**config.mk**
```make
export PLATFORM = sky130hd
export DESIGN_NAME = caf_sweep_ctrl
export DESIGN_NICKNAME = d
export VERILOG_FILES = /design/src/rtl/caf_sweep_ctrl_pkg.sv /design/src/rtl/caf_tag_delay.sv /design/src/rtl/caf_sweep_ctrl.sv
export SDC_FILE = /design/constraint.sdc
export NUM_CORES = 1
export LEC_CHECK = 0
export BUFFER_PORTS_ARGS = -buffer_cell sky130_fd_sc_hd__buf_2
export CORE_ASPECT_RATIO = 0.8
export CORE_UTILIZATION = 55
export DETAILED_ROUTE_END_ITERATION = 12
export PLACE_DENSITY = 0.78
export SYNTH_ARGS = -nofsm -noshare
export SYNTH_HDL_FRONTEND = slang
export SYNTH_SLANG_ARGS = --single-unit
```
**constraint.sdc**
```tcl
create_clock -name clk -period 5.2 [get_ports clk]
set_input_delay 1.04 -clock clk [delete_from_list [all_inputs] [get_ports clk]]
set_output_delay 1.04 -clock clk [all_outputs]
set_load 0.005 [all_outputs]
```
**src/rtl/caf_sweep_ctrl_pkg.sv**
```systemverilog
// Shared definitions for the CAF sweep sequencer.
// Holds the sequencer state encodings and the index-width helper that sizes
// the address, lag and drain-counter fields.
package caf_sweep_ctrl_pkg;

  localparam logic [1:0] ST_IDLE  = 2'd0;
  localparam logic [1:0] ST_SWEEP = 2'd1;
  localparam logic [1:0] ST_DRAIN = 2'd2;
  localparam logic [1:0] ST_DONE  = 2'd3;

  // Index width for a range of n values; never zero so a single-entry range
  // still gets a real (constant-zero) field.
  function automatic int unsigned idx_bits(input int unsigned n);
    return (n > 1) ? $clog2(n) : 1;
  endfunction

endpackage

```
**src/rtl/caf_tag_delay.sv**
```systemverilog
// Fixed-latency shift register that carries the per-request tag payload
// ({valid, first, last, lag}) alongside the buffer read latency.
// Ports:
//   clk, rst   clock and synchronous active-high reset
//   i_flush    synchronous flush of every stage (abort)
//   i_data     payload for the request issued this cycle
//   o_data     payload issued DEPTH cycles ago
module caf_tag_delay #(
  parameter int unsigned DEPTH = 1,
  parameter int unsigned WIDTH = 4
) (
  input  logic             clk,
  input  logic             rst,
  input  logic             i_flush,
  input  logic [WIDTH-1:0] i_data,
  output logic [WIDTH-1:0] o_data
);

  logic [WIDTH-1:0] r_pipe [DEPTH];

  always_ff @(posedge clk) begin
    if (rst || i_flush) begin
      for (int i = 0; i < int'(DEPTH); i++) begin
        r_pipe[i] <= '0;
      end
    end else begin
      r_pipe[0] <= i_data;
      for (int i = 1; i < int'(DEPTH); i++) begin
        r_pipe[i] <= r_pipe[i-1];
      end
    end
  end

  assign o_data = r_pipe[DEPTH-1];

endmodule

```
**src/rtl/caf_sweep_ctrl.sv**
```systemverilog
// CAF correlation sweep sequencer.
// For every lag, walks the reference buffer (iter) and the capture buffer
// (lag + iter) in lock-step, issuing one read request per handshake, and
// emits first/last/lag tags aligned with the returning read data.
// Ports:
//   clk, rst               clock and synchronous active-high reset
//   start, abort           begin a sweep (idle only) / stop immediately
//   busy                   high outside IDLE
//   m_axi_cap_rvalid       read request to both buffers
//   s_axi_cap_rready       buffers accept a request
//   s_axis_freq_tready     frequency-shifter bank can take a sample
//   m_axi_cap_raddr        capture address, lag + iter
//   m_axi_ref_raddr        reference address, iter
//   tag_valid/first/last   read data for a fired request is present
//   tag_lag                lag of that sample
//   sweep_done             one-cycle pulse at the end of a full sweep
module caf_sweep_ctrl
  import caf_sweep_ctrl_pkg::*;
#(
  parameter int unsigned CAP_LEN        = 1024,
  parameter int unsigned REF_LEN        = 256,
  parameter int unsigned NUM_LAGS       = CAP_LEN - REF_LEN + 1,
  parameter int unsigned CAP_INDEX_BITS = idx_bits(CAP_LEN),
  parameter int unsigned REF_INDEX_BITS = idx_bits(REF_LEN),
  parameter int unsigned LAG_BITS       = idx_bits(NUM_LAGS),
  parameter int unsigned RD_LAT         = 1
) (
  input  logic                      clk,
  input  logic                      rst,
  input  logic                      start,
  input  logic                      abort,
  output logic                      busy,
  output logic                      m_axi_cap_rvalid,
  input  logic                      s_axi_cap_rready,
  input  logic                      s_axis_freq_tready,
  output logic [CAP_INDEX_BITS-1:0] m_axi_cap_raddr,
  output logic [REF_INDEX_BITS-1:0] m_axi_ref_raddr,
  output logic                      tag_valid,
  output logic                      tag_first,
  output logic                      tag_last,
  output logic [LAG_BITS-1:0]       tag_lag,
  output logic                      sweep_done
);

  localparam int unsigned DRAIN_BITS = idx_bits(RD_LAT);
  localparam int unsigned TAG_W      = LAG_BITS + 3;

  logic [1:0]                r_state;
  logic [1:0]                w_state_d;
  logic [REF_INDEX_BITS-1:0] r_iter;
  logic [REF_INDEX_BITS-1:0] w_iter_d;
  logic [LAG_BITS-1:0]       r_lag;
  logic [LAG_BITS-1:0]       w_lag_d;
  logic [DRAIN_BITS-1:0]     r_drain;
  logic [DRAIN_BITS-1:0]     w_drain_d;
  logic                      r_busy;
  logic                      r_rvalid;
  logic                      r_done;
  logic [CAP_INDEX_BITS-1:0] r_cap_addr;

  logic                      w_fire;
  logic                      w_iter_end;
  logic                      w_lag_end;
  logic [TAG_W-1:0]          w_tag_in;
  logic [TAG_W-1:0]          w_tag_out;

  assign w_fire     = r_rvalid & s_axi_cap_rready & s_axis_freq_tready;
  assign w_iter_end = (r_iter == REF_INDEX_BITS'(REF_LEN - 1));
  assign w_lag_end  = (r_lag == LAG_BITS'(NUM_LAGS - 1));

  always_comb begin
    w_state_d = r_state;
    w_iter_d  = r_iter;
    w_lag_d   = r_lag;
    w_drain_d = r_drain;
    if (abort) begin
      // Abort beats start, fire and drain alike.
      w_state_d = ST_IDLE;
      w_iter_d  = '0;
      w_lag_d   = '0;
      w_drain_d = '0;
    end else begin
      case (r_state)
        ST_IDLE: begin
          if (start) begin
            w_state_d = ST_SWEEP;
            w_iter_d  = '0;
            w_lag_d   = '0;
          end
        end
        ST_SWEEP: begin
          if (w_fire) begin
            if (!w_iter_end) begin
              w_iter_d = r_iter + 1'b1;
            end else begin
              w_iter_d = '0;
              if (w_lag_end) begin
                // Counters return to zero instead of wrapping past the end.
                w_lag_d   = '0;
                w_state_d = ST_DRAIN;
                w_drain_d = DRAIN_BITS'(RD_LAT - 1);
              end else begin
                w_lag_d = r_lag + 1'b1;
              end
            end
          end
        end
        ST_DRAIN: begin
          if (r_drain == '0) begin
            w_state_d = ST_DONE;
          end else begin
            w_drain_d = r_drain - 1'b1;
          end
        end
        ST_DONE: begin
          w_state_d = ST_IDLE;
        end
        default: begin
          w_state_d = ST_IDLE;
        end
      endcase
    end
  end

  // Outputs are decoded from the next state so they are registered yet line
  // up with the state they describe.
  always_ff @(posedge clk) begin
    if (rst) begin
      r_state    <= ST_IDLE;
      r_iter     <= '0;
      r_lag      <= '0;
      r_drain    <= '0;
      r_busy     <= 1'b0;
      r_rvalid   <= 1'b0;
      r_done     <= 1'b0;
      r_cap_addr <= '0;
    end else begin
      r_state    <= w_state_d;
      r_iter     <= w_iter_d;
      r_lag      <= w_lag_d;
      r_drain    <= w_drain_d;
      r_busy     <= (w_state_d != ST_IDLE);
      r_rvalid   <= (w_state_d == ST_SWEEP);
      r_done     <= (w_state_d == ST_DONE);
      r_cap_addr <= CAP_INDEX_BITS'(w_lag_d) + CAP_INDEX_BITS'(w_iter_d);
    end
  end

  assign w_tag_in = {w_fire, (r_iter == '0), w_iter_end, r_lag};

  caf_tag_delay #(
    .DEPTH (RD_LAT),
    .WIDTH (TAG_W)
  ) u_tag_delay (
    .clk     (clk),
    .rst     (rst),
    .i_flush (abort),
    .i_data  (w_tag_in),
    .o_data  (w_tag_out)
  );

  assign busy             = r_busy;
  assign m_axi_cap_rvalid = r_rvalid;
  assign m_axi_cap_raddr  = r_cap_addr;
  assign m_axi_ref_raddr  = r_iter;
  assign sweep_done       = r_done;
  assign tag_valid        = w_tag_out[TAG_W-1];
  assign tag_first        = w_tag_out[TAG_W-2];
  assign tag_last         = w_tag_out[TAG_W-3];
  assign tag_lag          = w_tag_out[LAG_BITS-1:0];

endmodule

```
==> results of run 1 <==
cells in the mapped netlist (5+ instances only):
cell      count  area, µm²
ha_1         12        150
nor2_1       35        131
a21oi_1      15       75.1
inv_1        11       41.3
o21ai_0       9       45.0
nor2b_1      12       75.1
dfxtp_1      46        921
nand3_1       8       40.0
and2_1        9       56.3
clkbuf_1      8       30.0
xor2_1        5       43.8
nor3_1       10       50.1
nand2_1      16       60.1
routing by layer:
layer,track usage [%],up-vias,part of all wire [%],wire length (µm)
met1,37.8,991,47,2590
li1,-,1023,-,-
met2,41.1,69,45,2470
met4,11.6,0,1.4,75
met5,0,-,0,0
met3,5.23,8,6.1,331
cell type report:
class / instances / area (µm²) / area share (%)
multi-input combinational: 200 / 1280 / 48.9
sequential: 46 / 921 / 35.1
timing repair buffer: 39 / 195 / 7.45
clock buffer: 5 / 68.8 / 2.63
tap: 55 / 68.8 / 2.63
inverter: 12 / 45.0 / 1.72
clock inverter: 3 / 40.0 / 1.53
flip-flops by register name (all words and copies together), names as in the netlist:
register	flops
busy	1
m_axi_cap_raddr	10
m_axi_cap_rvalid	1
m_axi_ref_raddr	8
r_lag	10
r_state	2
sweep_done	1
u_tag_delay.r_pipe	13
cells by family after synthesis:
group / share of synthesized area [%]
DFF: 39.7
xor gates and xnor gates: 1.89
adders and majority gates: 7.34
and+or+nand+nor: 29.0
AOI/OAI and AO/OA: 16.1
muxes: 0.918
buffers and inverters: 4.91
through the flow:
stage | setup WS [ns] | power, µW
global placement | 1.27 | 390
finish | 1.51 | 649
floorplan | 1.74 | 382
detailed placement | 1.23 | 390
CTS | 1.53 | 653
global route | 1.26 | 672
path summary, 6_finish.rpt:
path,cells after the start,endpoint,start,slack [ns]
max reg2reg,14,m_axi_cap_raddr[7]$_SDFF_PP0_,m_axi_ref_raddr[1]$_SDFF_PP0_,1.51
min,2,u_tag_delay.r_pipe[0][9]$_SDFF_PP0_,r_lag[9]$_SDFF_PP0_,0.51
max,14,m_axi_cap_raddr[7]$_SDFF_PP0_,m_axi_ref_raddr[1]$_SDFF_PP0_,1.51
min reg2reg,2,u_tag_delay.r_pipe[0][9]$_SDFF_PP0_,r_lag[9]$_SDFF_PP0_,0.51
critical path: cells and delay by family, from the launching register on:
kind,cells,cell delay [ns]
AO/OA/AOI/OAI,6,1.46
AND/OR/NAND/NOR,4,0.93
adder cells (fa/ha/maj),2,0.56
flip-flops,1,0.42
XOR/XNOR,1,0.18
buffers and inverters,1,0.05
power groups by stage:
stage                     logic, µW  clock network (µW)  registers, µW
after global placement         27.4                   0            363
final                          28.2                 266            354
after detailed placement       27.4                   0            363
after global routing           31.0                 286            355
after floorplan                19.5                   0            363
after CTS                      27.6                 271            354
==> impl_results.md, run 1 <==
* CTS sink count at 46
* Seq cells post-synth at 46
* Max IR drop VDD at 0.154 mV
* CP Class: reg -> reg
* Fillers at 329
* CORE AREA at 3900 µm²
* PwrDens at 248 nW/µm²
* Avg WL per Cell at 15.2 µm
* Initial Util at 59.4%
* YS warnings at 0
* Core Util, Final at 67.1%
* Tot GR Track Use at 27.2%
* DR iter-0 viols at 146
* Async SR Flop Fraction at 0%
* Ant diodes at 0
* Port Buf Inserts at 39
* Cell Rows at 20
* Layout Skew at 0.00367 ns
* Clk_lat worst skew at 0.31 ns
* Most used cell, CP: ha_1
* Register area share after synthesis at 39.7%
* Root Driver: clkbuf_8
* Syn Area/Cell at 8.55 µm²
* FMAX at 271 MHz
* Switching Power at 147 µW
* Final instance area at 2620 µm²
* Layout cells sized above 1 at 20.3%
* Reg power frac at 54.6%
* Post CTS Setup Buffer Count at 0
* Layout Cells excl Fill at 360
* Largest net degree at the start of global routing at 20
* Pleak at 0.00116 µW
* Status: finished clean
* Crit path max-delay cell type: nor3_2
* Synth Flop Type: dfxtp_1
* Final setup vio count at 0
* Final nets at 323
* CP Launch Type: flip-flop
* Clock-pin transition on the worst setup and hold timing paths at 0.09 ns
* Post-route ant nets at 0
* Worst hold path class: reg -> reg
* Pre-antenna DRT Iters at 4
* DRC Markers at 0
* CTS buffer count at 5
* DIE AREA at 4480 µm²
* Power share of the clock group at 41.0%
* Die span in y at 60.1 µm
* Critical path cell sequence: ha_1, nand4_1, nor3_2, o21ai_0, a22oi_1, or2_2, inv_1, ha_1, a21o_1, a21oi_1, o22ai_1, o41ai_1, xor2_1, nor2_1
* Sw Share at 22.6%
* Worst Hold Slack at 0.513 ns
* Max Cap Viol at 0
* Post-Synthesis Cells at 271
* IO Pins at 40
* Clock Tree Buf Depth at 2
* H-tree depth at 2
* Dpl cells at 352
* Relative slew slack at 45.4%
* Synthesized Nets at 290
* Post-route minimum period at 3.69 ns
* DP Area at 2510 µm²
* Max Slew Vio Count at 0
* Vias per inst at 5.81
* Internal at 502 µW
* Number of global-route vias before repair at 1841
* # hold bufs at CTS at 0
* CP required at 5.39 ns
* Cts repair resizes at 0
* Post-DP HPWL at 3.92 mm
* Via count at 2091
* Commonest non-fill, non-tap cell in the layout: dfxtp_1
* Critical Path Max Stage Delay at 0.45 ns
* Worst-Margin Slew at 0.818 ns
* Total congestion overflow at 0
* Synth cell types at 55
* Final period util at 70.9%
* Overall routed net length at 5.46 mm
* Syn-to-layout area delta at 13.1%
* Mapped Area at 2320 µm²
* CP endpoint kind: flip-flop
* Initial antenna violation count at 0
* CP Max Fanout at 7
* First-pass GRT wire length at 8.85 mm
* RSZ-0062 raised after global routing: no
* Die width at 74.6 µm
* Final setup TNS at 0 ns
* Global placer's final weighted congestion at 0.912
* CTS tree: done
* Combinational Power Share at 4.3%
* Hold Vio Cnt, Final at 0
* Arrival time at the worst endpoint at 3.88 ns
* Number of synthesized flops with an enable pin at 0
* Most frequent cells in the layout: dfxtp_1, buf_2, nor2_1
No activity file was read; power rests on OpenSTA's default activity.
==> run 2, diff against run 1 <==
--- a/config.mk
+++ b/config.mk
@@ -5,11 +5,12 @@
 export SDC_FILE = /design/constraint.sdc
 export NUM_CORES = 1
 export LEC_CHECK = 0
+export ABC_AREA = 1
 export BUFFER_PORTS_ARGS = -buffer_cell sky130_fd_sc_hd__buf_2
 export CORE_ASPECT_RATIO = 0.8
-export CORE_UTILIZATION = 55
+export CORE_UTILIZATION = 51
 export DETAILED_ROUTE_END_ITERATION = 12
-export PLACE_DENSITY = 0.78
+export PLACE_DENSITY = 0.76
 export SYNTH_ARGS = -nofsm -noshare
 export SYNTH_HDL_FRONTEND = slang
 export SYNTH_SLANG_ARGS = --single-unit
==> constraint.sdc (replaced) <==
create_clock -name clk -period 3.2 [get_ports clk]
set_input_delay 0.64 -clock clk [delete_from_list [all_inputs] [get_ports clk]]
set_output_delay 0.64 -clock clk [all_outputs]
set_load 0.005 [all_outputs]
==> impl_results.md, run 2 <==
* Layout Cells excl Fill at 457
* Total congestion overflow at 0
* Commonest non-fill, non-tap cell in the layout: nand2_1
* Synth area leader: dfxtp_1
* IO Pins at 40
* Arrival time at the worst endpoint at 3.15 ns
* RSZ-0062 raised after global routing: no
* Critical Path Max Stage Delay at 0.45 ns
* Pre-antenna DRT Iters at 5
* Internal at 754 µW
* Slack of the worst reg-to-reg path at 0.24 ns
* Max Cap Viol at 0
* Global placer's final weighted congestion at 0.984
* Port Buf Inserts at 39
* CP endpoint kind: flip-flop
* Synth Flop Type: dfxtp_1
* Post-synth top area share at 37.5%
* Max IR drop VDD at 0.218 mV
* Worst hold path class: reg -> reg
* Die width at 79.6 µm
* Post-DP HPWL at 4.87 mm
* Synth top area cells: dfxtp_1, nand2_1, a21oi_1
* Worst setup path startpoint: r_lag[0]$_SDFF_PP0_
* Final instance area at 2880 µm²
* Final setup vio count at 0
* Worst reg-to-reg path cell count at 20
* Post-route minimum period at 2.96 ns
* CP required at 3.40 ns
* Power share of the clock group at 34.0%
* Ant diodes at 0
* Status: finished clean
* DR iter-0 viols at 277
* Initial Util at 53.4%
* Top reg by flops: u_tag_delay.r_pipe
* CP Max Fanout at 6
* Pleak at 0.00134 µW
* CORE AREA at 4600 µm²
* Critical path cell sequence: inv_1, ha_1, inv_1, nor2_1, nand4_1, nor2_2, nand2_1, nand2_1, nor3b_2, ha_1, nand2_1, nand2_1, a21boi_0, nand2_1, nand2_1, nand2_1, nand3_1, nand2_1, nand2_1, nor2_1
* Post-Synthesis Cells at 346
* Largest register FFs at 13
* DP Area at 2790 µm²
* Root Driver: clkbuf_8
* Cell Rows at 22
* Number of synthesized flops with an enable pin at 0
* Via count at 2524
* CTS tree: done
* Clock-pin transition on the worst setup and hold timing paths at 0.08 ns
* Largest net degree at the start of global routing at 19
* Vias per inst at 5.52
* Initial antenna violation count at 0
* Syn Area/Cell at 7.09 µm²
* Async SR Flop Fraction at 0%
* Layout cells sized above 1 at 19.1%
* Final setup TNS at 0 ns
* Worst r2r dst: m_axi_cap_raddr[9]$_SDFF_PP0_
* DIE AREA at 5090 µm²
* Max Slew Vio Count at 0
* Syn-to-layout area delta at 17.5%
* Hold Vio Cnt, Final at 0
* Final period util at 92.4%
* H-tree depth at 2
* YS warnings at 0
* PwrDens at 347 nW/µm²
* Post-route ant nets at 0
* Sw Share at 24.6%
* Clk_lat worst skew at 0.30 ns
* Setup crit end: m_axi_cap_raddr[9]$_SDFF_PP0_
* Post CTS Setup Buffer Count at 0
* CP bufs+invs at 2
* DRC Markers at 0
* Crit path max-delay cell type: dfxtp_1
* Register area share after synthesis at 37.5%
* Worst r2r src: r_lag[0]$_SDFF_PP0_
* First-pass GRT wire length at 10.8 mm
* Layout Skew at 0.0104 ns
* Seq cells post-synth at 46
* Reg power frac at 58.3%
* Most frequent cells in the layout: nand2_1, nor2_1, inv_1, dfxtp_1, buf_2
* Relative slew slack at 66.7%
* Die span in y at 64.0 µm
* Synth cell count leaders: nand2_1, nor2_1, dfxtp_1, inv_1, a21oi_1
* Overall routed net length at 6.48 mm
* CTS buffer count at 5
* Tot GR Track Use at 27.7%
* Most used cell, CP: nand2_1
* CP Class: reg -> reg
* Combinational Power Share at 7.8%
* Final nets at 416
* CTS sink count at 46
* Top cell family by delay on the critical path: simple AND/OR/NAND/NOR gates
* Number of global-route vias before repair at 2274
* Count leader, synth: nand2_1
* FMAX at 338 MHz
* Synth cell types at 38
* Avg WL per Cell at 14.2 µm
* CP Launch Type: flip-flop
* Switching Power at 247 µW
* Clock Tree Buf Depth at 2
* Synthesized Nets at 365
* Worst-Margin Slew at 0.498 ns
* Mapped Area at 2450 µm²
* Crit path depth at 20
* Dpl cells at 450
-- run 2: cell types whose count changed after synthesis, sizes merged, moves of 4 or more --
cell	before	now
xor2	5	1
o21ai	13	19
nor2b	12	0
nand3	8	24
a21oi	15	38
nor3	11	5
and3	5	0
a21o	4	0
clkbuf	9	5
nand2	16	56
and2	10	6
nor2	35	56
and4	5	0
inv	12	46
-- run 2: power by group through the flow --
stage / registers [µW] / clock network, µW / logic, µW
5_1_grt: 584 / 374 / 86.6
3_3_place_gp: 596 / 0 / 73.8
2_1_floorplan: 597 / 0 / 47.5
4_1_cts: 583 / 344 / 75.7
6_report: 583 / 340 / 77.9
3_5_place_dp: 596 / 0 / 75.4
-- run 2: timing repair --
item | CTS | global route
endpoints found under the setup margin | 0 | 3
resized for setup | 0 | 4
hold buffers | 0 | 0
-- run 2: cell families after synthesis --
family	synth area share, %
adders and majority gates	6.94
AOI/OAI and AO/OA	15.8
and+or+nand+nor	30.5
buffers and inverters	8.92
xor gates and xnor gates	0.357
DFF	37.5
-- run 2: worst register-to-register path, cell delays in order, from the launching register on --
cell      delay, ns
dfxtp_1        0.45
inv_1          0.13
ha_1           0.21
inv_1          0.07
nor2_1         0.04
nand4_1        0.19
nor2_2         0.08
nand2_1        0.14
nand2_1        0.13
nor3b_2        0.28
ha_1           0.33
nand2_1        0.10
nand2_1        0.07
a21boi_0       0.19
nand2_1        0.10
nand2_1        0.07
nand2_1        0.05
nand3_1        0.09
nand2_1        0.06
nand2_1        0.05
nor2_1         0.04
-- run 2: through the flow --
step | power [µW] | setup slack, ns | hold WS (ns) | util (%)
2_1_floorplan | 644 | 0.451 | 0.444 | -
5_1_grt | 1040 | 0.0205 | 0.529 | 62.7
6_report | 1000 | 0.243 | 0.482 | 62.7
3_5_place_dp | 672 | 0.0167 | 0.473 | 60.7
3_3_place_gp | 670 | 0.149 | 0.471 | 60.7
4_1_cts | 1000 | 0.208 | 0.485 | 62.4
-- run 2: how the worst min path moves through the flow --
stage | start | cells past startpoint | endpoint
6_report | r_lag[9]$_SDFF_PP0_ | 2 | u_tag_delay.r_pipe[0][9]$_SDFF_PP0_
2_1_floorplan | r_lag[9]$_SDFF_PP0_ | 2 | u_tag_delay.r_pipe[0][9]$_SDFF_PP0_
3_5_place_dp | r_lag[9]$_SDFF_PP0_ | 2 | u_tag_delay.r_pipe[0][9]$_SDFF_PP0_
5_1_grt | r_lag[9]$_SDFF_PP0_ | 2 | u_tag_delay.r_pipe[0][9]$_SDFF_PP0_
4_1_cts | r_lag[9]$_SDFF_PP0_ | 2 | u_tag_delay.r_pipe[0][9]$_SDFF_PP0_
3_3_place_gp | r_lag[9]$_SDFF_PP0_ | 2 | u_tag_delay.r_pipe[0][9]$_SDFF_PP0_
-- run 2: area by class of cell --
| class | instances | area [µm²] |
|---|---|---|
| sequential | 46 | 921 |
| fill | 418 | 1710 |
| inverter | 48 | 181 |
| multi-input combinational | 243 | 1330 |
| timing repair buffer | 53 | 300 |
| tap | 60 | 75.1 |
| clock buffer | 7 | 76.3 |
-- run 2: layer usage --
layer | global-route usage (%) | up-vias | share of wire [%]
li1 | - | 1229 | -
met1 | 37.8 | 1173 | 45
met2 | 43.1 | 113 | 45
met3 | 6.14 | 9 | 8.5
met4 | 9.32 | 0 | 1.4
met5 | 0 | - | 0
